<file path="config.mk">
export PLATFORM = sky130hd
export DESIGN_NAME = jump_ctrl
export DESIGN_NICKNAME = d
export VERILOG_FILES = /design/src/rtl/jump_ctrl.sv
export SDC_FILE = /design/constraint.sdc
export NUM_CORES = 1
export LEC_CHECK = 0
export BUFFER_PORTS_ARGS = -buffer_cell sky130_fd_sc_hd__buf_2
export CAP_MARGIN = 20
export CORE_MARGIN = 1.5
export CORE_UTILIZATION = 48
export CTS_CLUSTER_SIZE = 20
export DETAILED_ROUTE_END_ITERATION = 10
export PLACE_DENSITY = 0.79
export SLEW_MARGIN = 40
export SYNTH_ARGS = -nofsm -noshare
export SYNTH_HDL_FRONTEND = slang
export SYNTH_SLANG_ARGS = --single-unit
</file>
<file path="constraint.sdc">
create_clock -name clk -period 3.45 [get_ports clk]
set_input_delay 0.5175 -clock clk [delete_from_list [all_inputs] [get_ports clk]]
set_output_delay 0.5175 -clock clk [all_outputs]
set_load 0.02 [all_outputs]
</file>
<file path="src/rtl/jump_ctrl.sv">
// Front-end redirect controller: arbitrates EX branch correction against ID static
// predictions, drives PC redirect/flush/stall, and counts resolved/mispredicted branches.
module jump_ctrl #(
  parameter int ADDR_W = 32,
  parameter int CNT_W  = 16
) (
  input  logic              clk,
  input  logic              rst,
  input  logic              prd_jump_en_i,
  input  logic [ADDR_W-1:0] prd_jump_base_i,
  input  logic [ADDR_W-1:0] prd_jump_ofset_i,
  input  logic              id_valid_i,
  input  logic              id_is_jalr_i,
  input  logic [4:0]        id_rs1_addr_i,
  input  logic              ex_load_i,
  input  logic [4:0]        ex_wr_addr_i,
  input  logic              ex_br_valid_i,
  input  logic              ex_br_taken_i,
  input  logic              ex_prd_taken_i,
  input  logic [ADDR_W-1:0] ex_target_i,
  input  logic [ADDR_W-1:0] ex_pc_i,
  input  logic              if_ready_i,
  output logic              redirect_valid_o,
  output logic [ADDR_W-1:0] redirect_addr_o,
  output logic              flush_if_id_o,
  output logic              flush_id_ex_o,
  output logic              stall_if_o,
  output logic              stall_id_o,
  output logic [CNT_W-1:0]  branch_cnt_o,
  output logic [CNT_W-1:0]  mispredict_cnt_o
);

  typedef enum logic [1:0] {
    IDLE      = 2'd0,
    JALR_WAIT = 2'd1,
    HOLD      = 2'd2
  } state_t;

  state_t            state_q, state_d;
  logic [ADDR_W-1:0] hold_addr_q, hold_addr_d;
  logic              hold_ex_q, hold_ex_d;
  logic [CNT_W-1:0]  branch_cnt_q, branch_cnt_d;
  logic [CNT_W-1:0]  mispredict_cnt_q, mispredict_cnt_d;

  logic              ex_mispredict;
  logic              jalr_hazard;
  logic              id_jump;
  logic [ADDR_W-1:0] ex_corr_addr;
  logic [ADDR_W-1:0] id_addr;

  logic              rdr_valid;
  logic [ADDR_W-1:0] rdr_addr;
  logic              flush_if_id;
  logic              flush_id_ex;
  logic              stall_if;
  logic              stall_id;

  always_comb begin
    ex_mispredict = ex_br_valid_i & (ex_br_taken_i ^ ex_prd_taken_i);
    ex_corr_addr  = ex_br_taken_i ? ex_target_i : (ex_pc_i + ADDR_W'(4));
    id_addr       = prd_jump_base_i + prd_jump_ofset_i;
    if (id_is_jalr_i) begin
      id_addr[0] = 1'b0;
    end
    jalr_hazard   = id_valid_i & id_is_jalr_i & prd_jump_en_i & ex_load_i &
                    (ex_wr_addr_i == id_rs1_addr_i) & (id_rs1_addr_i != 5'd0);
    id_jump       = id_valid_i & prd_jump_en_i;
  end

  always_comb begin
    state_d     = state_q;
    hold_addr_d = hold_addr_q;
    hold_ex_d   = hold_ex_q;
    rdr_valid   = 1'b0;
    rdr_addr    = '0;
    flush_if_id = 1'b0;
    flush_id_ex = 1'b0;
    stall_if    = 1'b0;
    stall_id    = 1'b0;

    unique case (state_q)
      IDLE, JALR_WAIT: begin
        state_d = IDLE;
        // JALR_WAIT skips the hazard check: the load result is forwardable by now.
        if (ex_mispredict) begin
          rdr_valid   = 1'b1;
          rdr_addr    = ex_corr_addr;
          flush_if_id = 1'b1;
          flush_id_ex = 1'b1;
        end else if ((state_q == IDLE) && jalr_hazard) begin
          stall_if    = 1'b1;
          stall_id    = 1'b1;
          flush_id_ex = 1'b1;
          state_d     = JALR_WAIT;
        end else if (id_jump) begin
          rdr_valid   = 1'b1;
          rdr_addr    = id_addr;
          flush_if_id = 1'b1;
        end
        if (rdr_valid && !if_ready_i) begin
          stall_if    = 1'b1;
          state_d     = HOLD;
          hold_addr_d = rdr_addr;
          hold_ex_d   = ex_mispredict;
        end
      end
      HOLD: begin
        rdr_valid = 1'b1;
        rdr_addr  = hold_addr_q;
        // A late EX correction supersedes whatever is being held.
        if (ex_mispredict) begin
          rdr_addr    = ex_corr_addr;
          flush_if_id = 1'b1;
          flush_id_ex = 1'b1;
          hold_addr_d = ex_corr_addr;
          hold_ex_d   = 1'b1;
        end
        if (if_ready_i) begin
          state_d = IDLE;
        end else begin
          stall_if = 1'b1;
        end
      end
      default: begin
        state_d = IDLE;
      end
    endcase
  end

  always_comb begin
    branch_cnt_d     = branch_cnt_q;
    mispredict_cnt_d = mispredict_cnt_q;
    if (ex_br_valid_i && !(&branch_cnt_q)) begin
      branch_cnt_d = branch_cnt_q + CNT_W'(1);
    end
    if (ex_mispredict && !(&mispredict_cnt_q)) begin
      mispredict_cnt_d = mispredict_cnt_q + CNT_W'(1);
    end
  end

  always_ff @(posedge clk or posedge rst) begin
    if (rst) begin
      state_q          <= IDLE;
      hold_addr_q      <= '0;
      hold_ex_q        <= 1'b0;
      branch_cnt_q     <= '0;
      mispredict_cnt_q <= '0;
    end else begin
      state_q          <= state_d;
      hold_addr_q      <= hold_addr_d;
      hold_ex_q        <= hold_ex_d;
      branch_cnt_q     <= branch_cnt_d;
      mispredict_cnt_q <= mispredict_cnt_d;
    end
  end

  // Outputs are combinational, so reset must mask them while it is asserted.
  always_comb begin
    redirect_valid_o = rdr_valid & ~rst;
    redirect_addr_o  = rst ? '0 : rdr_addr;
    flush_if_id_o    = flush_if_id & ~rst;
    flush_id_ex_o    = flush_id_ex & ~rst;
    stall_if_o       = stall_if & ~rst;
    stall_id_o       = stall_id & ~rst;
    branch_cnt_o     = branch_cnt_q;
    mispredict_cnt_o = mispredict_cnt_q;
  end

endmodule

</file>
==> results.py <==
metrics = {
    "floorplan": {
        "floorplan.core_area_um2": 13800,
        "die_w_um": 122,
        "core.rowCount": 43,
        "io_pins": 217,
        "dieArea_um2": 14800,
        "initial_core_util_pct": 48.9,
        "die_height_um": 122,
    },
    "timing": {
        "timing.setup.tns_ns": -0.00248,
        "drv_slew": 0,
        "timing.final.ws_setup_ns": -0.00248,
        "final-setup-viol-count": 1,
        "fmaxAchievable_ghz": 0.290,
        "timing.final.hold_violations": 0,
        "layout_min_cycle_time_ns": 3.45,
        "slew_at_the_pin_with_the_worst_max_slew_slack_ns": 0.693,
        "min_period_over_period_pct": 100,
        "setup_repair_after_global_routing_missed_its_margin": "true",
        "normalized_max_slew_margin_pct": 53.7,
        "timing.clock.skew_ns": 0.0132,
    },
    "pwr": {
        "total_power_mw": 3.78,
        "combinationalPowerShare_pct": 45.5,
        "power_per_cell_area_nw_per_um2": 409,
        "sw_frac_of_total_pct": 39.5,
        "power_leakage_nw": 4.28,
        "p_int_mw": 2.29,
        "peakVddDrop_v": 0.000272,
        "pwr-share-clk_pct": 25.2,
        "switchingPower_mw": 1.49,
        "seq_power_share_pct": 29.4,
    },
    "final_layout": {
        "final.fill_count": 1205,
        "final_nets": 1321,
        "layout-drive-gt1-share_pct": 35.7,
        "multiInputGateArea_um2": 5180,
        "insertedDiodeCount": 0,
        "area.sequential_um2": 1650,
        "area.growth.synth_to_final_pct": 37.3,
        "layout.cells.most_common_list": "sky130_fd_sc_hd__buf_2 (198), sky130_fd_sc_hd__nor2_1 (111), sky130_fd_sc_hd__buf_4 (91)",
        "finish.instance_area_um2": 9260,
        "final-instance-count-excl-fill": 1323,
        "final_common_cell": "sky130_fd_sc_hd__buf_2",
    },
    "cts": {
        "tritoncts.num_buffers": 9,
        "numClockSinks": 66,
        "tritoncts_clock_tree": "done",
        "clock_tree.buffer_depth": 2,
        "cts-root-buf": "sky130_fd_sc_hd__clkbuf_16",
        "clk_pin_slew_worst_paths_ns": 0.05,
        "worstSkewPairLatency_ns": 0.35,
        "cts_max_level": 3,
    },
    "min_path": {
        "worstHoldPathType": "in -> reg",
        "hold_path_cell_cnt": 2,
    },
    "logic_synthesis": {
        "area_of_the_mapped_netlist_um2": 6740,
        "dominantRegCellSynth": "sky130_fd_sc_hd__dfrtp_1",
        "synth_top_family_by_area": "compound AO/OA/AOI/OAI gates",
        "multiplexer_area_fraction_after_synthesis_pct": 2.95,
        "synthesis.area_per_instance_um2": 7.74,
        "synthAdderAreaFrac_pct": 6.61,
        "synthesized_netlist_cell_count": 871,
        "synth_fp_nets": 1054,
        "count_of_flip_flops_with_a_built_in_enable_after_synthesis": 0,
        "share_of_flip_flops_with_an_asynchronous_set_or_reset_pct": 100,
        "seq_total_area_yosys_pct": 24.5,
        "synth_cell_type_count": 80,
        "synth_warnings": 0,
        "yosys_register_bits": 66,
        "synth_xor_area_share_pct": 11.3,
        "synth_compound_area_share_pct": 27.2,
        "synth_simple_gate_area_share_pct": 23.8,
    },
    "place": {
        "placedInstanceArea_um2": 8470,
        "hpwl_mm": 17.3,
        "portBuffers": 216,
        "place_congestion": 0.910,
        "placed_cells": 1299,
    },
    "route": {
        "viasPerCell": 5.91,
        "vias": 7824,
        "postRouteAntennaNets": 0,
        "wl_per_cell_um": 17.1,
        "drt_pre_antenna_iters": 5,
        "drt_iter0_markers": 523,
        "wirelength_mm": 22.7,
        "route.detailed.drc": 0,
    },
    "global_route": {
        "globalRouteOverflowTotal": 0,
        "pin_count_of_the_biggest_net_entering_global_routing": 50,
        "gr-usage-met2_pct": 52.4,
        "first_global_vias": 7448,
        "number_of_antenna_violations_at_the_first_check_in_global_routing": 0,
        "met3_usage_pct": 5.31,
        "globalRoute.busiestLayer": "met2",
        "globalRouteMet1Util_pct": 36.9,
        "grt_pass1_wl_mm": 35.7,
        "grt.total_usage_pct": 30.4,
    },
    "critical_path": {
        "end_kind": "primary output",
        "critPathArrivalTime_ns": 2.93,
        "worst_r2r_path_depth": 10,
        "worst-setup-path-type": "in -> out",
        "required_ns": 2.93,
        "path_max_fanout": 3,
        "timing.critical_path.from_type": "input pin",
    },
    "flow_run": {
        "max_cap_violations": 0,
    },
    "status": {
        "failed_checks": "negative setup slack",
        "outcome": "finished, violations left",
    },
}
-- power by group through the flow --
stage | combinational (mW) | clock [mW] | sequential, mW
6_report | 1.72 | 0.951 | 1.11
5_1_grt | 1.87 | 0.979 | 1.14
4_1_cts | 1.61 | 0.951 | 1.11
3_5_place_dp | 1.57 | 0 | 1.12
3_3_place_gp | 1.53 | 0 | 1.11
2_1_floorplan | 0.932 | 0 | 1.18
-- critical path, stage by stage --
cell and delay (ns):
sky130_fd_sc_hd__buf_6 0.10, sky130_fd_sc_hd__ha_4 0.15, sky130_fd_sc_hd__inv_2 0.05, sky130_fd_sc_hd__fa_2 0.20
sky130_fd_sc_hd__nor2b_2 0.05, sky130_fd_sc_hd__o31a_1 0.32, sky130_fd_sc_hd__o31ai_4 0.31, sky130_fd_sc_hd__a22oi_2 0.15
sky130_fd_sc_hd__a21oi_2 0.22, sky130_fd_sc_hd__o21ai_1 0.09, sky130_fd_sc_hd__xnor2_1 0.25, sky130_fd_sc_hd__nor2_1 0.11
sky130_fd_sc_hd__o2111a_1 0.27, sky130_fd_sc_hd__buf_6 0.14
-- stage by stage --
step / worst slack [ns] / utilization, % / hold WS, ns
finish: -0.00248 / 67.2 / 0.373
detailed placement: -0.169 / 61.5 / 0.478
floorplan: -0.0172 / - / 0.450
global route: -0.127 / 67.2 / 0.386
CTS: 0.00211 / 64.6 / 0.365
global placement: -0.132 / 61.5 / 0.466
-- synth_stat cells, types with 8 or more instances --
cell,n,area (µm²)
sky130_fd_sc_hd__nor3_1,22,110
sky130_fd_sc_hd__nor2_1,115,432
sky130_fd_sc_hd__xor2_1,33,289
sky130_fd_sc_hd__nand2_1,90,338
sky130_fd_sc_hd__inv_1,15,56.3
sky130_fd_sc_hd__and2_1,9,56.3
sky130_fd_sc_hd__o21a_1,8,60.1
sky130_fd_sc_hd__a21oi_1,86,430
sky130_fd_sc_hd__xnor2_1,54,473
sky130_fd_sc_hd__o21bai_1,10,75.1
sky130_fd_sc_hd__nand4_1,21,131
sky130_fd_sc_hd__ha_1,34,425
sky130_fd_sc_hd__o21ai_1,8,40.0
sky130_fd_sc_hd__o21ai_0,45,225
sky130_fd_sc_hd__and3_1,18,113
sky130_fd_sc_hd__dfrtp_1,66,1650
sky130_fd_sc_hd__nand3_1,30,150
sky130_fd_sc_hd__buf_2,11,55.1
sky130_fd_sc_hd__clkbuf_1,29,109
sky130_fd_sc_hd__mux2i_1,12,120
sky130_fd_sc_hd__a21o_1,14,105
-- final cells by class --
cell class                 instances  area share (%)
clock inverter                     6           0.703
tap                              180            2.43
timing repair buffer             302            19.8
sequential                        66            17.8
inverter                          15           0.649
clock buffer                      10            2.58
multi-input combinational        744            56.0
-- state kept, by name, indices dropped and copies added, names as in the netlist --
register	flops
state_q	2
branch_cnt_o	16
mispredict_cnt_o	16
hold_addr_q	32
-- cells by family (layout without fill, tap and decap cells) --
group | count (synthesis) | count (layout)
buf+inv | 61 | 333
mux | 19 | 19
flops | 66 | 66
simple gates | 341 | 341
fa+ha+maj | 35 | 35
xor+xnor | 87 | 87
compound gates | 262 | 262
-- repair_timing --
action | CTS | global route
endpoints found under the setup margin | 17 | 25
buffers inserted | 3 | 5
pin swaps | 17 | 48
hold buffers | 0 | 0
resized for setup | 20 | 69
-- final timing paths --
check / end / slack [ns] / startpoint
min in group asynchronous: hold_addr_q[26] / 0.46 / rst
worst max register to register: hold_addr_q[31] / 0.45 / state_q[1]
worst max-delay path: redirect_addr_o[26] / -0.002 / prd_jump_ofset_i[0]
max in group asynchronous: branch_cnt_o[15] / 2.28 / rst
worst min-delay path: state_q[1] / 0.37 / if_ready_i
worst min register to register: branch_cnt_o[7] / 0.49 / branch_cnt_o[7]
-- layer usage --
| metal | wire length [µm] | up-vias |
|---|---|---|
| met1 | 8930 | 3658 |
| met3 | 1680 | 74 |
| li1 | - | 3708 |
| met4 | 843 | 0 |
| met2 | 11200 | 384 |
| met5 | 0 | - |
Note: power is estimated with default switching activity, not from simulation.
